$ cat src/rtl/cr_kme_kdf_pkg.sv
// Shared types and helpers for the KDF slot merger: slot source encoding,
// beat-ratio and counter-width helpers, and per-slot select field extraction.
package cr_kme_kdf_pkg;

    typedef enum logic [1:0] {
        KEY  = 2'd0,
        TAG  = 2'd1,
        GATE = 2'd2,
        ZERO = 2'd3
    } kdf_slot_src_e;

    // Widest select vector the extraction helper accepts; narrower vectors are zero-extended.
    localparam int KDF_MAX_SLOTS = 32;

    function automatic int kdf_ratio(input int in_w, input int out_w);
        return in_w / out_w;
    endfunction

    function automatic int kdf_cnt_w(input int n);
        return (n > 1) ? $clog2(n) : 1;
    endfunction

    function automatic kdf_slot_src_e kdf_slot_sel(input logic [2*KDF_MAX_SLOTS-1:0] src_vec,
                                                   input int idx);
        return kdf_slot_src_e'(src_vec[2*idx +: 2]);
    endfunction

endpackage

$ cat src/rtl/cr_kme_kdf_slot_merger_if.sv
// Bundle of the merger's command, SHA tag, key FIFO and key builder signals.
// slave = merger side, master = surrounding pipeline side.
interface cr_kme_kdf_slot_merger_if #(
    parameter int IN_W      = 128,
    parameter int OUT_W     = 64,
    parameter int NUM_SLOTS = 6
);
    logic                   cmdfifo_kdf_valid;
    logic [2*NUM_SLOTS-1:0] cmdfifo_kdf_slot_src;
    logic                   kdf_cmdfifo_ack;
    logic [IN_W-1:0]        sha_tag_data;
    logic                   sha_tag_valid;
    logic                   sha_tag_last;
    logic                   sha_tag_stall;
    logic [IN_W-1:0]        keyfifo_merger_data;
    logic                   keyfifo_merger_valid;
    logic                   merger_keyfifo_ack;
    logic [OUT_W-1:0]       kdf_keybuilder_data;
    logic                   kdf_keybuilder_valid;
    logic                   keybuilder_kdf_stall;
    logic                   kdf_merger_err;

    modport slave (
        input  cmdfifo_kdf_valid, cmdfifo_kdf_slot_src,
        input  sha_tag_data, sha_tag_valid, sha_tag_last,
        input  keyfifo_merger_data, keyfifo_merger_valid,
        input  keybuilder_kdf_stall,
        output kdf_cmdfifo_ack, sha_tag_stall, merger_keyfifo_ack,
        output kdf_keybuilder_data, kdf_keybuilder_valid, kdf_merger_err
    );

    modport master (
        output cmdfifo_kdf_valid, cmdfifo_kdf_slot_src,
        output sha_tag_data, sha_tag_valid, sha_tag_last,
        output keyfifo_merger_data, keyfifo_merger_valid,
        output keybuilder_kdf_stall,
        input  kdf_cmdfifo_ack, sha_tag_stall, merger_keyfifo_ack,
        input  kdf_keybuilder_data, kdf_keybuilder_valid, kdf_merger_err
    );
endinterface

$ cat src/rtl/cr_kme_kdf_downsizer.sv
// Slot buffer of FIFO_DEPTH entries feeding an MSB-first IN_W -> OUT_W beat splitter.
// o_stall reflects occupancy only, so a pop in the same cycle never frees room for a write.
module cr_kme_kdf_downsizer
    import cr_kme_kdf_pkg::*;
#(
    parameter int IN_W       = 128,
    parameter int OUT_W      = 64,
    parameter int FIFO_DEPTH = 3
) (
    input  logic             clk,
    input  logic             rst,
    input  logic             i_wr,
    input  logic [IN_W-1:0]  i_data,
    output logic             o_stall,
    output logic             o_valid,
    output logic [OUT_W-1:0] o_data,
    input  logic             i_stall
);
    localparam int R      = kdf_ratio(IN_W, OUT_W);
    localparam int PTR_W  = kdf_cnt_w(FIFO_DEPTH);
    localparam int CNT_W  = $clog2(FIFO_DEPTH + 1);
    localparam int BEAT_W = kdf_cnt_w(R);

    logic [IN_W-1:0]   r_mem [FIFO_DEPTH];
    logic [PTR_W-1:0]  r_wr_ptr;
    logic [PTR_W-1:0]  r_rd_ptr;
    logic [CNT_W-1:0]  r_count;
    logic [BEAT_W-1:0] r_beat;
    logic              w_nonempty;
    logic              w_last_beat;
    logic              w_pop;
    logic [IN_W-1:0]   w_head_shift;

    assign w_nonempty   = (r_count != '0);
    assign o_stall      = (r_count == CNT_W'(FIFO_DEPTH));
    assign o_valid      = w_nonempty & ~i_stall;
    assign w_last_beat  = (r_beat == BEAT_W'(R - 1));
    assign w_pop        = o_valid & w_last_beat;
    assign w_head_shift = r_mem[r_rd_ptr] << (int'(r_beat) * OUT_W);
    // Zero while empty so the bus is quiet out of reset.
    assign o_data       = w_nonempty ? w_head_shift[IN_W-1 -: OUT_W] : '0;

    always_ff @(posedge clk) begin
        if (i_wr) begin
            r_mem[r_wr_ptr] <= i_data;
        end
    end

    always_ff @(posedge clk or posedge rst) begin
        if (rst) begin
            r_wr_ptr <= '0;
            r_rd_ptr <= '0;
            r_count  <= '0;
            r_beat   <= '0;
        end else begin
            if (i_wr) begin
                r_wr_ptr <= (r_wr_ptr == PTR_W'(FIFO_DEPTH - 1)) ? '0 : r_wr_ptr + 1'b1;
            end
            if (w_pop) begin
                r_rd_ptr <= (r_rd_ptr == PTR_W'(FIFO_DEPTH - 1)) ? '0 : r_rd_ptr + 1'b1;
            end
            if (i_wr & ~w_pop) begin
                r_count <= r_count + 1'b1;
            end else if (~i_wr & w_pop) begin
                r_count <= r_count - 1'b1;
            end
            if (o_valid) begin
                r_beat <= w_last_beat ? '0 : r_beat + 1'b1;
            end
        end
    end

endmodule

$ cat src/rtl/cr_kme_kdf_slot_merger.sv
// KDF slot merger: builds NUM_SLOTS slots per command from key FIFO / SHA tag / zero
// and streams them out as OUT_W beats. Define CR_KME_KDF_MERGER_ERR_EN for the tag_last checker.
module cr_kme_kdf_slot_merger
    import cr_kme_kdf_pkg::*;
#(
    parameter int IN_W       = 128,
    parameter int OUT_W      = 64,
    parameter int NUM_SLOTS  = 6,
    parameter int FIFO_DEPTH = 3
) (
    input  logic                     clk,
    input  logic                     rst,
    cr_kme_kdf_slot_merger_if.slave  kdf_bus
);
    localparam int SLOT_W = kdf_cnt_w(NUM_SLOTS);

    logic [SLOT_W-1:0]          r_slot_cnt;
    logic [2*KDF_MAX_SLOTS-1:0] w_src_vec;
    kdf_slot_src_e              w_src;
    logic                       w_is_tag;
    logic                       w_fifo_stall;
    logic                       w_wr;
    logic                       w_last_slot;
    logic [IN_W-1:0]            w_wr_data;

    always_comb begin
        w_src_vec                  = '0;
        w_src_vec[2*NUM_SLOTS-1:0] = kdf_bus.cmdfifo_kdf_slot_src;
    end

    assign w_src       = kdf_slot_sel(w_src_vec, int'(r_slot_cnt));
    assign w_is_tag    = (w_src == TAG) | (w_src == GATE);
    assign w_last_slot = (r_slot_cnt == SLOT_W'(NUM_SLOTS - 1));
    // Every slot consumes a key beat; TAG/GATE slots additionally need a tag, so
    // a tag is never taken without its key.
    assign w_wr = kdf_bus.cmdfifo_kdf_valid & kdf_bus.keyfifo_merger_valid & ~w_fifo_stall
                & (~w_is_tag | kdf_bus.sha_tag_valid);

    always_comb begin
        w_wr_data = kdf_bus.keyfifo_merger_data;
        if (w_src == TAG) begin
            w_wr_data = kdf_bus.sha_tag_data;
        end else if (w_src == ZERO) begin
            w_wr_data = '0;
        end
    end

    assign kdf_bus.merger_keyfifo_ack = w_wr;
    assign kdf_bus.sha_tag_stall      = ~(w_wr & w_is_tag);
    assign kdf_bus.kdf_cmdfifo_ack    = w_wr & w_last_slot;

    always_ff @(posedge clk or posedge rst) begin
        if (rst) begin
            r_slot_cnt <= '0;
        end else if (w_wr) begin
            r_slot_cnt <= w_last_slot ? '0 : r_slot_cnt + 1'b1;
        end
    end

    cr_kme_kdf_downsizer #(
        .IN_W       (IN_W),
        .OUT_W      (OUT_W),
        .FIFO_DEPTH (FIFO_DEPTH)
    ) u_downsizer (
        .clk     (clk),
        .rst     (rst),
        .i_wr    (w_wr),
        .i_data  (w_wr_data),
        .o_stall (w_fifo_stall),
        .o_valid (kdf_bus.kdf_keybuilder_valid),
        .o_data  (kdf_bus.kdf_keybuilder_data),
        .i_stall (kdf_bus.keybuilder_kdf_stall)
    );

`ifdef CR_KME_KDF_MERGER_ERR_EN
    logic [NUM_SLOTS-1:0] w_tag_slot;
    logic                 w_later_tag;
    logic                 w_err_hit;
    logic                 r_err;

    genvar gi;
    generate
        for (gi = 0; gi < NUM_SLOTS; gi++) begin : g_tag_slot
            assign w_tag_slot[gi] = (kdf_slot_sel(w_src_vec, gi) == TAG)
                                  | (kdf_slot_sel(w_src_vec, gi) == GATE);
        end
    endgenerate

    // tag_last must be set exactly on the last tag-consuming slot of the command.
    assign w_later_tag = |(w_tag_slot >> (int'(r_slot_cnt) + 1));
    assign w_err_hit   = w_wr & w_is_tag & (kdf_bus.sha_tag_last == w_later_tag);

    always_ff @(posedge clk or posedge rst) begin
        if (rst) begin
            r_err <= 1'b0;
        end else if (w_err_hit) begin
            r_err <= 1'b1;
        end
    end

    assign kdf_bus.kdf_merger_err = r_err;
`else
    logic w_unused_tag_last;
    assign w_unused_tag_last      = kdf_bus.sha_tag_last;
    assign kdf_bus.kdf_merger_err = 1'b0;
`endif

endmodule

$ cat src/flat_wrapper.sv
// flat-port wrapper written by rule: the top's interface ports become plain ports
module cr_kme_kdf_slot_merger_flat import cr_kme_kdf_pkg::*;
#(
    parameter int IN_W       = 128,
    parameter int OUT_W      = 64,
    parameter int NUM_SLOTS  = 6,
    parameter int FIFO_DEPTH = 3
)
  (clk, rst, kdf_bus_cmdfifo_kdf_valid, kdf_bus_cmdfifo_kdf_slot_src, kdf_bus_sha_tag_data, kdf_bus_sha_tag_valid, kdf_bus_sha_tag_last, kdf_bus_keyfifo_merger_data, kdf_bus_keyfifo_merger_valid, kdf_bus_keybuilder_kdf_stall, kdf_bus_kdf_cmdfifo_ack, kdf_bus_sha_tag_stall, kdf_bus_merger_keyfifo_ack, kdf_bus_kdf_keybuilder_data, kdf_bus_kdf_keybuilder_valid, kdf_bus_kdf_merger_err);
  cr_kme_kdf_slot_merger_if #(.IN_W(IN_W), .OUT_W(OUT_W), .NUM_SLOTS(NUM_SLOTS)) kdf_bus_i ();
  input  logic clk;
  input  logic rst;
  input wire logic [$bits(kdf_bus_i.cmdfifo_kdf_valid)-1:0] kdf_bus_cmdfifo_kdf_valid;
  input wire logic [$bits(kdf_bus_i.cmdfifo_kdf_slot_src)-1:0] kdf_bus_cmdfifo_kdf_slot_src;
  input wire logic [$bits(kdf_bus_i.sha_tag_data)-1:0] kdf_bus_sha_tag_data;
  input wire logic [$bits(kdf_bus_i.sha_tag_valid)-1:0] kdf_bus_sha_tag_valid;
  input wire logic [$bits(kdf_bus_i.sha_tag_last)-1:0] kdf_bus_sha_tag_last;
  input wire logic [$bits(kdf_bus_i.keyfifo_merger_data)-1:0] kdf_bus_keyfifo_merger_data;
  input wire logic [$bits(kdf_bus_i.keyfifo_merger_valid)-1:0] kdf_bus_keyfifo_merger_valid;
  input wire logic [$bits(kdf_bus_i.keybuilder_kdf_stall)-1:0] kdf_bus_keybuilder_kdf_stall;
  output wire logic [$bits(kdf_bus_i.kdf_cmdfifo_ack)-1:0] kdf_bus_kdf_cmdfifo_ack;
  output wire logic [$bits(kdf_bus_i.sha_tag_stall)-1:0] kdf_bus_sha_tag_stall;
  output wire logic [$bits(kdf_bus_i.merger_keyfifo_ack)-1:0] kdf_bus_merger_keyfifo_ack;
  output wire logic [$bits(kdf_bus_i.kdf_keybuilder_data)-1:0] kdf_bus_kdf_keybuilder_data;
  output wire logic [$bits(kdf_bus_i.kdf_keybuilder_valid)-1:0] kdf_bus_kdf_keybuilder_valid;
  output wire logic [$bits(kdf_bus_i.kdf_merger_err)-1:0] kdf_bus_kdf_merger_err;
  assign kdf_bus_i.cmdfifo_kdf_valid = kdf_bus_cmdfifo_kdf_valid;
  assign kdf_bus_i.cmdfifo_kdf_slot_src = kdf_bus_cmdfifo_kdf_slot_src;
  assign kdf_bus_i.sha_tag_data = kdf_bus_sha_tag_data;
  assign kdf_bus_i.sha_tag_valid = kdf_bus_sha_tag_valid;
  assign kdf_bus_i.sha_tag_last = kdf_bus_sha_tag_last;
  assign kdf_bus_i.keyfifo_merger_data = kdf_bus_keyfifo_merger_data;
  assign kdf_bus_i.keyfifo_merger_valid = kdf_bus_keyfifo_merger_valid;
  assign kdf_bus_i.keybuilder_kdf_stall = kdf_bus_keybuilder_kdf_stall;
  assign kdf_bus_kdf_cmdfifo_ack = kdf_bus_i.kdf_cmdfifo_ack;
  assign kdf_bus_sha_tag_stall = kdf_bus_i.sha_tag_stall;
  assign kdf_bus_merger_keyfifo_ack = kdf_bus_i.merger_keyfifo_ack;
  assign kdf_bus_kdf_keybuilder_data = kdf_bus_i.kdf_keybuilder_data;
  assign kdf_bus_kdf_keybuilder_valid = kdf_bus_i.kdf_keybuilder_valid;
  assign kdf_bus_kdf_merger_err = kdf_bus_i.kdf_merger_err;
  cr_kme_kdf_slot_merger #(.IN_W(IN_W), .OUT_W(OUT_W), .NUM_SLOTS(NUM_SLOTS), .FIFO_DEPTH(FIFO_DEPTH)) u_core (.clk(clk), .rst(rst), .kdf_bus(kdf_bus_i));
endmodule
$ cat config.mk
export PLATFORM = sky130hd
export DESIGN_NAME = cr_kme_kdf_slot_merger_flat
export DESIGN_NICKNAME = d
export VERILOG_FILES = /design/src/rtl/cr_kme_kdf_pkg.sv /design/src/rtl/cr_kme_kdf_slot_merger_if.sv /design/src/rtl/cr_kme_kdf_downsizer.sv /design/src/rtl/cr_kme_kdf_slot_merger.sv /design/src/flat_wrapper.sv
export SDC_FILE = /design/constraint.sdc
export NUM_CORES = 1
export LEC_CHECK = 0
export CORE_AREA = 10 10 193 195
export DETAILED_ROUTE_END_ITERATION = 7
export DIE_AREA = 0 0 203 205
export PLACE_DENSITY = 0.8
export SLEW_MARGIN = 0
export SYNTH_ARGS = -nofsm -noshare
export SYNTH_HDL_FRONTEND = slang
export SYNTH_SLANG_ARGS = --single-unit
$ cat constraint.sdc
create_clock -name clk -period 27.7 [get_ports clk]
set_input_delay 5.54 -clock clk [delete_from_list [all_inputs] [get_ports clk]]
set_output_delay 5.54 -clock clk [all_outputs]
set_load 0.005 [all_outputs]
; Word-level counts from Yosys, hierarchy flattened
; Memory sizes are Yosys's and may differ from the RTL's.
; Cells that the tools add are included.
[classes]
muxes = 11
bitwise = 17
n_addsub = 6
n_eq_ne = 7
shifts = 2
reduce_logical = 2
[ops]
columns = op, n
row1 = $mux 128, 2
row2 = $shl 128x7->128, 1
row3 = $mux 64, 1
row4 = $shiftx 64x5->2, 1
row5 = $eq 2x2->1 const B, 5
row6 = $and 1x1->1, 9
row7 = $mux 2, 4
row8 = $add 2x1->2 const B, 3
row9 = $not 1->1, 6
row10 = $reduce_bool 2->1, 2
row11 = $add 3x1->3 const B, 1
row12 = $eq 3x3->1 const B, 1
row13 = $mux 1, 3
row14 = $mux 3, 1
row15 = $eq 2x1->1 const B, 1
row16 = $or 1x1->1, 2
row17 = $sub 2x1->2 const B, 1
row18 = $add 1x1->1 const B, 1
[word_totals]
in_bits = 275
ram_bits = 384
register_bits = 10
n_memories = 1
[memory_table]
columns = name, words, width, read_ports, rd_clocked_by_memory_dff, wr, line
row1 = u_core.u_downsizer.r_mem, 3, 128, 1, 0, 1, cr_kme_kdf_downsizer.sv:24  ; logic [IN_W-1:0] r_mem [FIFO_DEPTH];

; Longest topological paths before layout
; Gate-level depths: netlist of the first run.
[depth]
ltp_word = 10
depth_mapped = 11
depth_no_buf = 10

; Cells and area by module
; Synthesis of the first run repeated with hierarchy kept, for this count alone.
[hier_totals]
hier_cells = 982
hier_area_um2 = 17156.5
[by_module_without_submodules]
columns = mod, instances, seq_area_each_um2, area_per_inst_um2, cells_each
row1 = cr_kme_kdf_downsizer, 1, 11706.2, 15536.2, 787
row2 = cr_kme_kdf_slot_merger, 1, 75.1, 1620.3, 195

; Least setup slack after synthesis of the first run
; Ideal clock, no wire load.
[synth_timing]
path_kind = input to register
startpoint = input kdf_bus_cmdfifo_kdf_slot_src[4]
endpoint = register u_core.u_downsizer.r_wr_ptr[1]
arrival_ns = 27.678
required_time_ns = 27.514
path_stages = 7
setup_ns = 0.186
slack_ns = -0.164
cell_sequence = mux2i_1 -> o32a_1 -> o21ai_0 -> ha_1 -> o211ai_1 -> a2111oi_0 -> o21bai_1
[synth_between]
elab_chain_len = 6
word_cells_on_any_way = 7
cone_classes = 2 x eq/ne / 1 x shift / 4 x bitwise
[synth_rtl]
columns = item, line
row1 = start: declaration, flat_wrapper.sv:14  ; input wire logic [$bits(kdf_bus_i.cmdfifo_kdf_slot_src)-1:0] kdf_bus_cmdfifo_kdf_slot_src;
row2 = $shiftx 64x5->2 *, cr_kme_kdf_pkg.sv:25  ; return kdf_slot_src_e'(src_vec[2*idx +: 2]);
row3 = $eq 2x1->1 / $eq 2x2->1 (equally long branches), cr_kme_kdf_slot_merger.sv:32  ; assign w_is_tag = (w_src == TAG) | (w_src == GATE);
row4 = $or 1x1->1 *, cr_kme_kdf_slot_merger.sv:32
row5 = $not 1->1 *, cr_kme_kdf_slot_merger.sv:37  ; & (~w_is_tag | kdf_bus.sha_tag_valid);
row6 = $or 1x1->1 *, cr_kme_kdf_slot_merger.sv:37
row7 = $and 1x1->1 *, cr_kme_kdf_slot_merger.sv:37
row8 = end signal: assignment, cr_kme_kdf_downsizer.sv:57  ; r_wr_ptr <= (r_wr_ptr == PTR_W'(FIFO_DEPTH - 1)) ? '0 : r_wr_ptr + 1'b1;
row9 = end: declaration, cr_kme_kdf_downsizer.sv:25  ; logic [PTR_W-1:0] r_wr_ptr;
; Mark *: on every way between the ends. The rest lies on a longest branch, timed or not.
; A chain may end at the register's enable or synchronous reset.

; Worst setup path after layout of the first run
[layout_timing]
startpoint = input kdf_bus_cmdfifo_kdf_slot_src[4]
endpoint = output kdf_bus_sha_tag_stall
[layout_between]
elab_chain_len = 8
word_cells_on_any_way = 9
cone_classes = 2 x eq/ne / 1 x shift / 6 x bitwise
[layout_rtl]
columns = item, line
row1 = $shiftx 64x5->2 *, cr_kme_kdf_pkg.sv:25
row2 = $eq 2x1->1 / $eq 2x2->1 (equally long branches), cr_kme_kdf_slot_merger.sv:32
row3 = $or 1x1->1 *, cr_kme_kdf_slot_merger.sv:32
row4 = $not 1->1, cr_kme_kdf_slot_merger.sv:37
row5 = $or 1x1->1, cr_kme_kdf_slot_merger.sv:37
row6 = $and 1x1->1, cr_kme_kdf_slot_merger.sv:37
row7 = $and 1x1->1 *, cr_kme_kdf_slot_merger.sv:49  ; assign kdf_bus.sha_tag_stall = ~(w_wr & w_is_tag);
row8 = $not 1->1 *, cr_kme_kdf_slot_merger.sv:49
row9 = end: declaration, flat_wrapper.sv:22  ; output wire logic [$bits(kdf_bus_i.sha_tag_stall)-1:0] kdf_bus_sha_tag_stall;
; Marked as above.

==> qor.yml, run 1 <==
finalNetCount: 1574
grt_pass1_vias: 10700
netlist.top_cell.by_area: "edfxtp_1"
required_ps: 22160
crit_path_start_kind: "input pin"
grt-ovfl-total: 0
io_buffers: 341
yosysWarnings: 0
maxCapViolations: 0
initial_utilization: 0.513
vias_per_cell: 5.70
finalInstanceArea_um2: 22000
postRouteAntennaNets: 0
root_buffer: "clkbuf_16"
netlist_instances: 980
yosys.area.top_type_share: 0.675
period_share: 0.500
arrival_ps: 8320
core_area_um2: 33300
instances_no_fill: 1773
fin_hold_ws_ps: 542
synth_edf_count: 384
fin_crit_ps: 13860
yosysUniqueCellTypes: 41
cts.sinks: 394
yosysMostFrequentCell: "edfxtp_1"
setup_viol: 0
fin_tns_setup_ps: 0
hold_viol: 0
synth_ff_type: "edfxtp_1"
drt_first_pass_iters: 5
max_freq_mhz: 72.1
ios: 344
status: "completed"
dieWidth_um: 203
rsz0062_at_grt: "no"
synth_area_um2: 17100
cts_max_path_buffers: 3
place_congestion: 0.739
critPathKind: "in2out"
cp_slowest_cell: "a21oi_1"
die-area_um2: 41600
cp_common_cell: "clkdlybuf4s50_1"
cts_setup_buffers: 0
min_path_type: "reg2reg"
yosys-top-cells-area: "edfxtp_1 (67%), mux2i_1 (7.8%), a22o_1 (6.5%)"
slew_violations: 0
drcViolationCount: 0
grt_pass1_wl_mm: 61.0
worst_setup_path_end_kind: "output pin"
yosysSeqAreaShare: 0.689
syn_nets: 1258
dp_hpwl_mm: 25.8
placed_cell_area_um2: 20700
hold_buffers: 0
dpl_worst_slack_ps: 13830
grt.total_usage: 0.189
ys_ff_latch: 394
worstPathCellList: "clkdlybuf4s50_1 -> mux2i_1 -> o32a_1 -> o21ai_0 -> ha_4 -> o211ai_1 -> a21oi_1 -> nand2b_1 -> clkdlybuf4s50_1"
worst_slack_ps: 13840
relSlewSlack: 0.299
post_cts_resized: 0
grt_max_degree: 73
clk_latency_ps: 530
drt-initial-drc-count: 636
p_leak_uw: 0.00776
path_max_fanout: 8
syn_avg_cell_area_um2: 17.4
dp.cells: 1703
cts_buffers: 39
skew_ps: 17.8
area_delta_synth_final_pct: 28.9
synthTopCellsByCount: "edfxtp_1 (384), mux2i_1 (134), a22o_1 (127), mux2_2 (69), a221oi_2 (59)"
num_rows: 67
clkTransAtPathRegs_ps: 60
worstMarginPinSlew_ps: 1050
antenna_found_initial: 2
p_per_area_nw_per_um2: 117
htree_num_levels: 2
drive_gt1_frac: 0.161
die_h_um: 205
ir_drop_v: 0.000128
route.vias.total: 10100
wirelength_mm: 41.0
wl_per_cell_um: 23.1
cpPeakStageDelay_ps: 640
cts_tree: "built"
async_reset_ff_frac: 0.0254
## power breakdown
group / total [uW] / leakage [uW] / internal (uW) / switching, uW
logic: 1120 / 0.00349 / 495 / 622
registers: 938 / 0.00362 / 886 / 51.8
clock network: 532 / 0.000652 / 327 / 205
## layer usage
| metal | global-route usage | wire length [um] | up-vias |
|---|---|---|---|
| li1 | - | - | 4669 |
| met1 | 0.231 | 16900 | 5078 |
| met2 | 0.328 | 20900 | 306 |
| met3 | 0.0493 | 2530 | 46 |
| met4 | 0.0448 | 653 | 0 |
| met5 | 0 | 0 | - |
## through the flow
step,total power (uW),util
2_1_floorplan,1660,-
5_1_grt,2710,0.662
6_report,2590,0.662
4_1_cts,2610,0.662
3_3_place_gp,2050,0.622
3_5_place_dp,2080,0.622
## registers in the layout, summed over array words and instances (netlist names)
register / cells
u_core.u_downsizer.r_rd_ptr: 2
u_core.u_downsizer.r_mem: 384
u_core.u_downsizer.r_beat: 1
u_core.u_downsizer.r_wr_ptr: 2
u_core.u_downsizer.r_count: 2
u_core.r_slot_cnt: 3
## cells by family after synthesis
logic type	after synthesis	share of synthesized area
buffers and inverters	86	0.0318
and+or+nand+nor	25	0.00827
DFF	394	0.689
muxes	203	0.124
other	1	0.000219
xor gates and xnor gates	5	0.00256
AOI/OAI and AO/OA	263	0.142
adders and majority gates	3	0.00220
## area by class of cell
cell class              count  area (um2)
well taps                 448         561
inverters                   4        15.0
clock buffers              51        1100
flip-flops and latches    394       11800
repair buffers            357        3530
diodes                      2        5.00
fillers                  2299       11300
clock inverters            17         215
multi-input cells         500        4800
## worst max-delay path, delay by kind of cell
kind                     cells  cell delay, ps
AO/OA/AOI/OAI                4            1130
buffers and inverters        2             910
adder cells (fa/ha/maj)      1             320
multiplexers                 1             230
AND/OR/NAND/NOR              1             200
## placed cells by master, fill, tap and decap left out, types with 2 or more instances in the layout
cell	instances
a221oi_1	5
a221oi_2	59
a22o_1	127
buf_4	16
bufinv_16	5
clkbuf_1	6
clkbuf_16	41
clkbuf_8	4
clkdlybuf4s50_1	341
clkinv_1	4
clkinv_2	6
dfrtp_1	7
dfrtp_4	3
diode_2	2
edfxtp_1	384
ha_1	2
inv_1	4
mux2_2	69
mux2i_1	134
nand2b_1	4
nor2_1	7
nor2_4	2
nor2b_1	2
nor3_1	2
o21ai_0	49
o21ai_1	17
xnor2_1	2
xor2_1	3
## path summary, 6_finish.rpt
| kind | from | end | slack (ps) | depth (start not counted) |
|---|---|---|---|---|
| worst max-delay path | kdf_bus_cmdfifo_kdf_slot_src[4] | kdf_bus_sha_tag_stall | 13840 | 9 |
| worst min-delay path | u_core.u_downsizer.r_wr_ptr[0] | u_core.u_downsizer.r_wr_ptr[0] | 540 | 1 |
| worst max register to register | u_core.r_slot_cnt[1] | u_core.u_downsizer.r_mem[0][33] | 23060 | 9 |
| worst min register to register | u_core.u_downsizer.r_wr_ptr[0] | u_core.u_downsizer.r_wr_ptr[0] | 540 | 1 |
| max in group asynchronous | rst | u_core.u_downsizer.r_rd_ptr[1] | 22100 | 2 |
| min in group asynchronous | rst | u_core.u_downsizer.r_count[1] | 5290 | 2 |
No activity file was read; power rests on OpenSTA's default activity.
==> run 2: changes to the inputs <==
--- a/config.mk
+++ b/config.mk
@@ -5,10 +5,10 @@
 export SDC_FILE = /design/constraint.sdc
 export NUM_CORES = 1
 export LEC_CHECK = 0
-export CORE_AREA = 10 10 193 195
+export CORE_AREA = 10 10 202 204
 export DETAILED_ROUTE_END_ITERATION = 7
-export DIE_AREA = 0 0 203 205
-export PLACE_DENSITY = 0.8
+export DIE_AREA = 0 0 212 214
+export PLACE_DENSITY = 0.76
 export SLEW_MARGIN = 0
 export SYNTH_ARGS = -nofsm -noshare
 export SYNTH_HDL_FRONTEND = slang
==> constraint.sdc (replaced) <==
create_clock -name clk -period 11.32 [get_ports clk]
set_input_delay 2.264 -clock clk [delete_from_list [all_inputs] [get_ports clk]]
set_output_delay 2.264 -clock clk [all_outputs]
set_load 0.005 [all_outputs]
==> qor.yml, run 2 (synthesized netlist as in run 1, its figures left out) <==
grt-ovfl-total: 0
wl_per_cell_um: 22.8
io_buffers: 341
num_rows: 71
finalNetCount: 1574
reg_top3: "u_core.u_downsizer.r_mem x384, u_core.r_slot_cnt x3"
largest_register_ff_count: 384
maxCapViolations: 0
cts_setup_buffers: 0
hold_viol: 0
grt_max_degree: 72
grt_pass1_wl_mm: 62.1
clk_latency_ps: 520
drt_first_pass_iters: 5
dp_hpwl_mm: 26.0
layout_commonest_cell: "edfxtp_1"
p_leak_uw: 0.00769
dieWidth_um: 212
worst_setup_path_end_kind: "output pin"
routed.top_layer: "met4"
hold_buffers: 0
cts.sinks: 394
min_path_type: "reg2reg"
root_buffer: "clkbuf_16"
arrival_ps: 4880
drt-initial-drc-count: 582
core_area_um2: 37000
die_h_um: 214
wirelength_mm: 41.1
top_register: "u_core.u_downsizer.r_mem"
fillers: 2794
grt.total_usage: 0.175
place_congestion: 0.766
initial_utilization: 0.461
relSlewSlack: 0.285
cts_buffers: 39
drcViolationCount: 0
worstMarginPinSlew_ps: 1070
wl_met2_mm: 20.7
p_per_area_nw_per_um2: 284
vias_per_cell: 5.58
grt_pass1_vias: 10800
dp.cells: 1729
antenna_found_initial: 0
antenna_cells: 0
skew_ps: 9.36
path_max_fanout: 8
max_freq_mhz: 140
route.vias.total: 10000
critPathKind: "in2out"
period_share: 0.632
cts_tree: "built"
cts_max_path_buffers: 3
area_delta_synth_final_pct: 28.3
drive_gt1_frac: 0.160
met1_length_mm: 17.2
status: "completed"
fin_tns_setup_ps: 0
htree_num_levels: 2
fin_crit_ps: 7150
postRouteAntennaNets: 0
ios: 344
die-area_um2: 45400
clkTransAtPathRegs_ps: 60
wl_met3_mm: 2.63
ir_drop_v: 0.000292
slew_violations: 0
rsz0062_at_grt: "no"
mostFrequentLayoutCells: "edfxtp_1 (384), clkdlybuf4s50_1 (341), mux2i_1 (134), a22o_1 (127), mux2_2 (69)"
setup_viol: 0
crit_path_start_kind: "input pin"
post_cts_resized: 0
instances_no_fill: 1798
required_ps: 9060
==> run 2: changes by cell type in the layout (fill, tap and decap cells not counted), moves of 2 or more <==
cell,before,now
bufinv_16,5,1
clkbuf_1,6,9
clkinvlp_4,0,3
clkbuf_16,41,39
diode_2,2,0
inv_6,0,2
==> run 2: power breakdown <==
part           leakage [uW]  switching, uW  internal, uW  total, uW
registers           0.00362            138          2170       2310
clock network      0.000577            509           681       1190
logic               0.00349           1510          1210       2730
total               0.00769           2160          4060       6220
==> run 2: cell type report <==
type | count | area (um2) | share of cell area
Inverter | 4 | 15.0 | 0.000685
Timing Repair Buffer | 357 | 3530 | 0.161
Sequential cell | 394 | 11800 | 0.538
Clock buffer | 51 | 1050 | 0.0479
Multi-Input combinational cell | 500 | 4810 | 0.219
Tap cell | 474 | 593 | 0.0270
Clock inverter | 18 | 134 | 0.00610
==> run 2: worst max-delay path, stage by stage <==
cell and delay [ps]:
clkdlybuf4s50_1 410, mux2i_1 190, o32a_1 170, o21ai_0 180, ha_4 330, o211ai_1 180, a21oi_1 540, clkdlybuf4s50_1 630
==> run 2: final timing paths <==
check / from / end / slack [ps] / depth (start not counted)
max: kdf_bus_cmdfifo_kdf_slot_src[0] / kdf_bus_merger_keyfifo_ack / 4170 / 8
min in group asynchronous: rst / u_core.u_downsizer.r_wr_ptr[0] / 2030 / 2
max reg2reg: u_core.r_slot_cnt[1] / u_core.u_downsizer.r_mem[2][8] / 6860 / 8
min: u_core.u_downsizer.r_wr_ptr[0] / u_core.u_downsizer.r_wr_ptr[0] / 560 / 1
max in group asynchronous: rst / u_core.u_downsizer.r_rd_ptr[0] / 8970 / 2
min reg2reg: u_core.u_downsizer.r_wr_ptr[0] / u_core.u_downsizer.r_wr_ptr[0] / 560 / 1
==> run 2: through the flow <==
step | area, um2 | hold slack, ps | util | total power (uW) | worst slack, ps
2_1_floorplan | 17100 | 504 | - | 4050 | 3380
3_3_place_gp | 20700 | 521 | 0.560 | 5020 | 4170
3_5_place_dp | 20700 | 542 | 0.560 | 5100 | 4120
4_1_cts | 21900 | 557 | 0.592 | 6300 | 4110
5_1_grt | 21900 | 593 | 0.592 | 6550 | 3960
6_report | 21900 | 558 | 0.592 | 6220 | 4170
==> run 2: layer usage <==
metal	track usage	vias to the layer above
met1	0.218	5033
met3	0.0427	39
met4	0.0355	0
met5	0	-
met2	0.303	294
li1	-	4668
